<file path="config.mk">
export PLATFORM = sky130hd
export DESIGN_NAME = screen_sequencer
export DESIGN_NICKNAME = d
export VERILOG_FILES = /design/src/rtl/breakout_pkg.sv /design/src/rtl/frame_counter.sv /design/src/rtl/screen_sequencer.sv
export SDC_FILE = /design/constraint.sdc
export NUM_CORES = 1
export LEC_CHECK = 0
export ABC_AREA = 0
export BUFFER_PORTS_ARGS = -buffer_cell sky130_fd_sc_hd__clkbuf_2
export CAP_MARGIN = 20
export CORE_MARGIN = 1.5
export CORE_UTILIZATION = 30
export DETAILED_ROUTE_END_ITERATION = 8
export GPL_TIMING_DRIVEN = 0
export PLACE_DENSITY = 0.5
export SLEW_MARGIN = 20
export SYNTH_ARGS = -nofsm -noshare
export SYNTH_HDL_FRONTEND = slang
export SYNTH_SLANG_ARGS = --single-unit
</file>
<file path="constraint.sdc">
create_clock -name clk -period 12.75 [get_ports clk]
set_input_delay 2.55 -clock clk [delete_from_list [all_inputs] [get_ports clk]]
set_output_delay 2.55 -clock clk [all_outputs]
set_load 0.01 [all_outputs]
</file>
<file path="src/rtl/breakout_pkg.sv">
// breakout_pkg: screen state codes, score width and level-to-state mapping shared by the
// Breakout game-flow logic.
package breakout_pkg;
    localparam int SCORE_W = 9;

    localparam logic [3:0] SM = 4'hF;
    localparam logic [3:0] LS = 4'h1;
    localparam logic [3:0] GO = 4'h2;
    localparam logic [3:0] L1 = 4'h3;
    localparam logic [3:0] L2 = 4'h4;
    localparam logic [3:0] L3 = 4'h5;
    localparam logic [3:0] L4 = 4'h6;
    localparam logic [3:0] L5 = 4'h7;
    localparam logic [3:0] L6 = 4'h8;
    localparam logic [3:0] L7 = 4'h9;
    localparam logic [3:0] L8 = 4'hA;

    function automatic logic [3:0] level_code(input logic [3:0] n);
        return n + 4'd2;
    endfunction

    function automatic logic is_level(input logic [3:0] s);
        return s >= L1 && s <= L8;
    endfunction
endpackage

</file>
<file path="src/rtl/frame_counter.sv">
// frame_counter: saturating frame_tick counter with synchronous clear; done_o is high once
// N ticks have been seen, including a tick arriving in the current cycle.
module frame_counter #(
    parameter int N = 2
) (
    input  logic clk,
    input  logic rst_n,
    input  logic tick_i,
    input  logic clr_i,
    output logic done_o
);
    localparam int W = $clog2(N + 1);

    logic [W-1:0] cnt_q;
    logic         full;

    assign full   = cnt_q == W'(N);
    assign done_o = full || (tick_i && cnt_q == W'(N - 1));

    always_ff @(posedge clk or negedge rst_n) begin
        if (!rst_n) cnt_q <= '0;
        else if (clr_i) cnt_q <= '0;
        else if (tick_i && !full) cnt_q <= cnt_q + 1'b1;
    end
endmodule

</file>
<file path="src/rtl/screen_sequencer.sv">
// screen_sequencer: Breakout game-flow controller (menu, level select, 8 levels, game over).
// Define AUTO_ADVANCE_EN to move straight to the next level on a win instead of level select.
module screen_sequencer #(
    parameter int NUM_LEVELS = 8,
    parameter int SCORE_W    = breakout_pkg::SCORE_W,
    parameter int GO_FRAMES  = 180,
    parameter int ARM_FRAMES = 2
) (
    input  logic                  clk,
    input  logic                  rst_n,
    input  logic [3:0]            key_level,
    input  logic                  key_other,
    input  logic                  frame_tick,
    input  logic                  win,
    input  logic                  lose,
    input  logic [SCORE_W-1:0]    score_in,
    output logic [3:0]            state,
    output logic [3:0]            src_sel,
    output logic [NUM_LEVELS-1:0] level_en,
    output logic                  game_start,
    output logic [SCORE_W-1:0]    cur_score,
    output logic [SCORE_W-1:0]    high_score
);
    import breakout_pkg::*;

    logic [3:0]            state_q, state_d, src_sel_q, kl_q, win_state;
    logic [NUM_LEVELS-1:0] level_en_q;
    logic                  game_start_q, ko_q;
    logic [SCORE_W-1:0]    cur_score_q, high_score_q;
    logic [SCORE_W-1:0]    hs_q [NUM_LEVELS];
    logic                  ko_edge, kl_event, in_lvl, enter, go_enter, armed, go_done;
    logic [2:0]            lv;

    assign ko_edge  = key_other && !ko_q;
    assign kl_event = kl_q == 4'd0 && key_level >= 4'd1 && key_level <= 4'd8;
    assign in_lvl   = is_level(state_q);
    assign lv       = 3'(state_q - L1);
    assign enter    = is_level(state_d) && state_d != state_q;
    assign go_enter = state_d == GO && state_q != GO;

`ifdef AUTO_ADVANCE_EN
    assign win_state = (state_q == L8) ? LS : state_q + 4'd1;
`else
    assign win_state = LS;
`endif

    // Win beats lose, and both beat a quit key; unknown codes recover to the start menu.
    assign state_d = state_q == SM   ? (ko_edge ? LS : SM)
                   : state_q == LS   ? (kl_event ? level_code(key_level) : LS)
                   : state_q == GO   ? ((go_done || ko_edge) ? LS : GO)
                   : !in_lvl         ? SM
                   : (armed && win)  ? win_state
                   : (armed && lose) ? GO
                   : ko_edge         ? LS : state_q;

    frame_counter #(.N(ARM_FRAMES)) u_arm (
        .clk(clk), .rst_n(rst_n), .tick_i(frame_tick), .clr_i(enter), .done_o(armed)
    );

    frame_counter #(.N(GO_FRAMES)) u_go (
        .clk(clk), .rst_n(rst_n), .tick_i(frame_tick), .clr_i(go_enter), .done_o(go_done)
    );

    always_ff @(posedge clk or negedge rst_n) begin
        if (!rst_n) begin
            state_q      <= SM;
            src_sel_q    <= SM;
            kl_q         <= '0;
            ko_q         <= 1'b0;
            level_en_q   <= '0;
            game_start_q <= 1'b0;
            cur_score_q  <= '0;
            high_score_q <= '0;
            hs_q         <= '{default: '0};
        end else begin
            state_q      <= state_d;
            src_sel_q    <= frame_tick ? state_q : src_sel_q;
            kl_q         <= key_level;
            ko_q         <= key_other;
            level_en_q   <= is_level(state_d) ? NUM_LEVELS'(1) << (state_d - L1) : '0;
            game_start_q <= enter;
            cur_score_q  <= in_lvl ? score_in : '0;
            high_score_q <= in_lvl ? hs_q[lv] : '0;
            if (in_lvl && score_in > hs_q[lv]) hs_q[lv] <= score_in;
        end
    end

    assign state      = state_q;
    assign src_sel    = src_sel_q;
    assign level_en   = level_en_q;
    assign game_start = game_start_q;
    assign cur_score  = cur_score_q;
    assign high_score = high_score_q;
endmodule

</file>
; ---- Word-level counts from Yosys, hierarchy flattened
; Index checks and enable logic that the tools add are counted.
[totals]
word_cells = 91
input_bits = 19
register_bits = 122
[classes]
n_shift = 1
muxes = 23
add_sub_neg = 5
eq_ne = 10
reduce_logical = 24
n_lt_le_gt_ge = 9
bitwise = 1
[op_table]
columns = op, n
row1 = 72-bit bitwise mux, 1
row2 = 9-bit 2-to-1 mux, 5
row3 = 4-bit 2-to-1 mux, 9
row4 = 9-bit binary-select mux with 3-bit select, 1
row5 = 9-bit demux with 3-bit select, 1
row6 = 8-bit 2-to-1 mux, 3
row7 = "8-bit equality test, second input constant", 2
row8 = 1-bit logical AND, 15
row9 = "4-bit <= comparator, second input constant", 3
row10 = 9-bit > comparator, 1
row11 = "8-bit by 1-bit adder with 8-bit output, second input constant", 1
row12 = "4-bit by 2-bit equality test with 1-bit output, second input constant", 2
row13 = "4-bit by 2-bit greater-or-equal comparator with 1-bit output, second input constant", 2
row14 = "1-bit by 4-bit << shifter with 8-bit output, first input constant", 1
row15 = 2-bit 2-to-1 mux, 3
row16 = "4-bit by 2-bit adder with 4-bit output, second input constant", 1
row17 = "4-bit by 1-bit equality test with 1-bit output, second input constant", 1
row18 = "4-bit equality test, second input constant", 1
row19 = "4-bit by 1-bit greater-or-equal comparator with 1-bit output, second input constant", 1
row20 = "4-bit greater-or-equal comparator, second input constant", 1
row21 = 4-bit logical NOT, 1
row22 = "4-bit by 1-bit < comparator with 1-bit output, second input constant", 1
row23 = "4-bit by 2-bit != test with 1-bit output, second input constant", 1
row24 = 4-bit != test, 1
row25 = 9 further kinds, 14

; ---- Logic depth before layout (Yosys ltp)
[depth]
ltp_word = 14
depth_mapped = 19

; ---- By module
; From an unflattened synthesis, not the netlist that was laid out.
[unflattened]
hier_cells = 438
hier_area_um2 = 5654.2
[modules_own_cells]
columns = module, cells_each, area_each_um2, instances
row1 = screen_sequencer, 373, 5021.1, 1
row2 = frame_counter at u_go, 52, 494.2, 1
row3 = frame_counter at u_arm, 13, 138.9, 1

; ---- Worst setup path after synthesis
; No wires, ideal clock.
[synth_timing]
kind = input port to flip-flop
from = input port score_in[6]
to = register hs_q[0] (netlist bit)
stages = 9
t_arrival_ps = 4462
required_ps = 12625
path_slack_ps = 8163
setup_time_ps = 125
cell_sequence = ha_1 -> a21o_1 -> a21o_1 -> a21oi_1 -> a221o_1 -> a31o_1 -> buf_6 -> nor4_4 -> mux2_2
[synth_via]
elab_chain_cells = 2
[synth_rtl]
columns = element, line_no
row1 = start: declaration, screen_sequencer.sv:16  ; input logic [SCORE_W-1:0] score_in,
row2 = 9-bit > comparator, screen_sequencer.sv:84  ; if (in_lvl && score_in > hs_q[lv]) hs_q[lv] <= score_in;
row3 = 1-bit logical AND, screen_sequencer.sv:84
row4 = end signal: assignment, screen_sequencer.sv:74  ; hs_q <= '{default: '0};
row5 = end: declaration, screen_sequencer.sv:30  ; logic [SCORE_W-1:0] hs_q [NUM_LEVELS];
; No other way between the ends.
; A chain may end at the register's enable or synchronous reset.

; ---- Worst setup path in the final report
[layout_timing]
from = register state_q[0], in the netlist state[0]
to = register hs_q[38] (netlist bit)
[layout_via]
elab_chain_cells = 7
word_cells_on_any_way = 16
[layout_rtl]
columns = element, line_no
row1 = start: declaration, screen_sequencer.sv:26  ; logic [3:0] state_q, state_d, src_sel_q, kl_q, win_state;
row2 = start signal: assignment, screen_sequencer.sv:76  ; state_q <= state_d;
row3 = 3-bit by 2-bit subtractor with 3-bit output, screen_sequencer.sv:37  ; assign lv = 3'(state_q - L1);
row4 = 3-bit inverter with 4-bit output (implied by the code), screen_sequencer.sv:84
row5 = "9-bit binary-select mux with 3-bit select, or another cell as far along", screen_sequencer.sv:84
row6 = 9-bit 2-to-1 mux (implied by the code) / 1-bit logical AND (equally long branches), screen_sequencer.sv:84
row7 = 9-bit 2-to-1 mux (implied by the code), screen_sequencer.sv:84
row8 = 9-bit > comparator / 9-bit demux with 3-bit select (equally long branches), screen_sequencer.sv:84
row9 = 1-bit logical AND / 72-bit bitwise mux (equally long branches), screen_sequencer.sv:84
; Parallel ways exist; a longest one is shown, timed or not. The select of a mux whose other input is x is not followed.

==> results.py <==
metrics = {
    "global_routing": {
        "grt_use_total_pct": 14.9,
        "grt_pass1_vias": 4074,
        "antenna_found_initial": 1,
        "grt_pass1_wl_um": 22400,
        "grt_remaining_overflow": 0,
        "grt_max_degree": 84,
    },
    "timing": {
        "holdWs_ns": 0.505,
        "post-route-min-period_ns": 5.77,
        "finalCritPeriodShare_pct": 45.3,
        "hold_viol": 0,
        "clock_skew_ns": 0.00932,
        "slew_viol_final": 0,
        "tightest_slew_ns": 1.05,
        "setup_viol": 0,
        "fmax_mhz": 173,
        "slew_headroom_pct": 29.8,
        "final.setup.tns_ns": 0,
        "rsz0062_at_grt": "no",
    },
    "power": {
        "power.density_nw_per_um2": 251,
        "peakVddDrop_uv": 99.7,
        "leakagePower_uw": 0.00314,
    },
    "clock_tree": {
        "path_clk_slew_ns": 0.05,
        "cts_sinks": 122,
        "ctsHoldBuffers": 0,
        "post_cts_buffers": 0,
        "root_buffer": "clkbuf_16",
        "max-clock-path-buffers": 2,
        "cts_resized": 0,
        "worstSkewPairLatency_ns": 0.42,
        "cts_tree": "built",
        "cts_buffers": 17,
        "ctsHtreeMaxLevel": 4,
    },
    "logic_synthesis": {
        "synthMuxAreaShare_pct": 15.4,
        "ys.flop_type": "dfrtp_1",
        "synth-async-reset-ratio_pct": 100,
        "synth_common_cells": "dfrtp_1 (114), mux2_2 (76), nor2_1 (38)",
        "synth.most_common_cell": "dfrtp_1",
        "synth_xor_area_share_pct": 1.95,
        "synth_compound_area_share_pct": 11.0,
        "synth_top_family_by_area": "multiplexers",
        "yosys.area_share.simple_pct": 12.0,
        "synth_cells": 447,
        "synth.distinct_cells": 58,
        "synth.top_cell.area_share_pct": 50.0,
        "synth_edf_count": 0,
        "yosysSeqAreaShare_pct": 53.7,
        "yosys_warnings": 0,
        "synth_fa_ha_area_share_pct": 3.73,
        "synthTopCellsByArea": "dfrtp_1 (50%), mux2_2 (15%), ha_1 (3.7%)",
        "ys_ff_latch": 122,
        "syn-num-nets": 483,
        "syn_area_um2": 5700,
        "avgSynthCellArea_um2": 12.8,
        "synth_top_area_cell": "dfrtp_1",
    },
    "final_layout": {
        "nets": 556,
        "finalCoreUtilization_pct": 36.7,
        "drive_gt1_share_pct": 35.7,
        "antenna_cells": 0,
        "multi_input_area_um2": 2520,
        "stdcell_count": 764,
        "syn2layout_area_growth_pct": 20.5,
        "seqCellArea_um2": 3060,
        "n_fill_cell": 1813,
    },
    "placement": {
        "dpl.cell_count": 735,
        "io_buffers": 52,
        "gp_congestion": 0.859,
        "hpwl_um": 9100,
    },
    "min_path": {
        "holdCritPathClass": "reg -> reg",
    },
    "floorplanning": {
        "floorplan.initialDensity_pct": 30.5,
        "io_pins": 54,
        "die_w_um": 141,
        "dieArea_um2": 19900,
        "core_area_um2": 18700,
        "die_h_um": 141,
        "rows": 50,
    },
    "routing": {
        "final_antenna_net_count": 0,
        "drc": 0,
        "dr.first_iter.drc_count": 296,
        "drt_first_pass_iters": 4,
        "dr_total_vias": 3901,
        "post_drt_wl_per_cell_um": 18.0,
        "drt_wl_total_um": 13700,
        "avgViaCountPerCell": 5.11,
    },
    "worst_setup_path": {
        "crit_chain": "buf_2, inv_1, ha_1, clkbuf_1, nand2_1, nor2_1, a22o_1, a221oi_1, and3_1, ha_1, a21o_1, a21o_1, a21oi_1, a221o_1, a31o_1, buf_6, nor4_4, mux2_2",
        "worstSetupPathType": "reg -> reg",
        "crit_arrival_ns": 6.07,
        "critPathTopFamily": "simple AND/OR/NAND/NOR gates",
        "cpPeakStageDelay_ns": 0.80,
        "cp_max_fo": 9,
        "cp.required_ns": 13.04,
        "end_kind": "flop",
        "path_buf_inv": 4,
        "worst_setup_path_start_kind": "flop",
        "crit_slowest_cell": "nor2_1",
    },
    "status": {
        "status": "complete, no violations",
    },
    "job": {
        "maxCapViolations": 0,
    },
}
## per-layer routing
layer | vias to the layer above | GRT usage (%) | wire length [um]
met5 | - | 0 | 0
met3 | 27 | 3.84 | 690
met4 | 0 | 5.76 | 256
li1 | 1797 | - | -
met1 | 1982 | 20.4 | 6500
met2 | 95 | 22.5 | 6290
## kinds of logic after synthesis
logic type,after synthesis
flops,122
simple gates,113
compound gates,80
mux,78
buf+inv,26
fa+ha+maj,17
xor+xnor,11
## worst paths after layout
kind	start	to	slack (ns)	depth (start not counted)
min in group asynchronous	rst_n	game_start$_DFF_PN0_	2.06	1
min	hs_q[53]$_DFFE_PN0P_	hs_q[53]$_DFFE_PN0P_	0.51	1
max	state[0]$_DFF_PN1_	hs_q[38]$_DFFE_PN0P_	6.98	18
min reg2reg	hs_q[53]$_DFFE_PN0P_	hs_q[53]$_DFFE_PN0P_	0.51	1
max reg2reg	state[0]$_DFF_PN1_	hs_q[38]$_DFFE_PN0P_	6.98	18
max in group asynchronous	rst_n	high_score[7]$_DFF_PN0_	9.97	2
## flip-flops by register name, indices dropped and copies added, names as in the netlist
signal and count:
high_score 9, src_sel 4, u_go.cnt_q 8, game_start 1, ko_q 1, hs_q 72
kl_q 4, state 4, cur_score 9, u_arm.cnt_q 2, level_en 8
## where the power goes
part           switching, uW  leakage (uW)  internal (uW)  total (uW)
sequential              74.9       0.00159            527         602
clock                    164      0.000274            299         463
combinational            381       0.00128            279         660
total                    620       0.00314           1100        1720
## through the flow
step                instance area, um2  worst slack [ns]  power (uW)
global route                      6870              6.64        1840
detailed placement                6310              7.00        1270
global placement                  6260              7.04        1250
CTS                               6870              6.95        1740
finish                            6870              6.98        1720
floorplan                         5700              8.16        1060
## layout make-up
cell class	instances	area share [%]
plain buffers	10	0.983
clock buffers	22	6.90
clock inverters	7	1.37
inverters	16	0.874
multi-input cells	299	36.6
flip-flops and latches	122	44.6
well taps	234	4.26
repair buffers	54	4.42
## placed cells by master (no fill, tap or decap), types with 4 or more instances in the layout
cell       count
clkbuf_16     17
nand2b_1       4
nor2b_1        5
a21oi_1        5
dfstp_2        8
nor3_4         6
nand2_1       11
a22o_1         7
nand4_1        7
clkbuf_2      51
inv_1         16
ha_1          17
a22oi_1       24
o21ai_0        9
clkbuf_8       4
dfrtp_1      114
nor2_1        38
nand3_1        5
mux2_2        76
and3_1         9
a21o_1         4
a221oi_1       7
clkbuf_1       5
xnor2_1        6
and2_1        11
No activity file was read; power rests on OpenSTA's default activity.
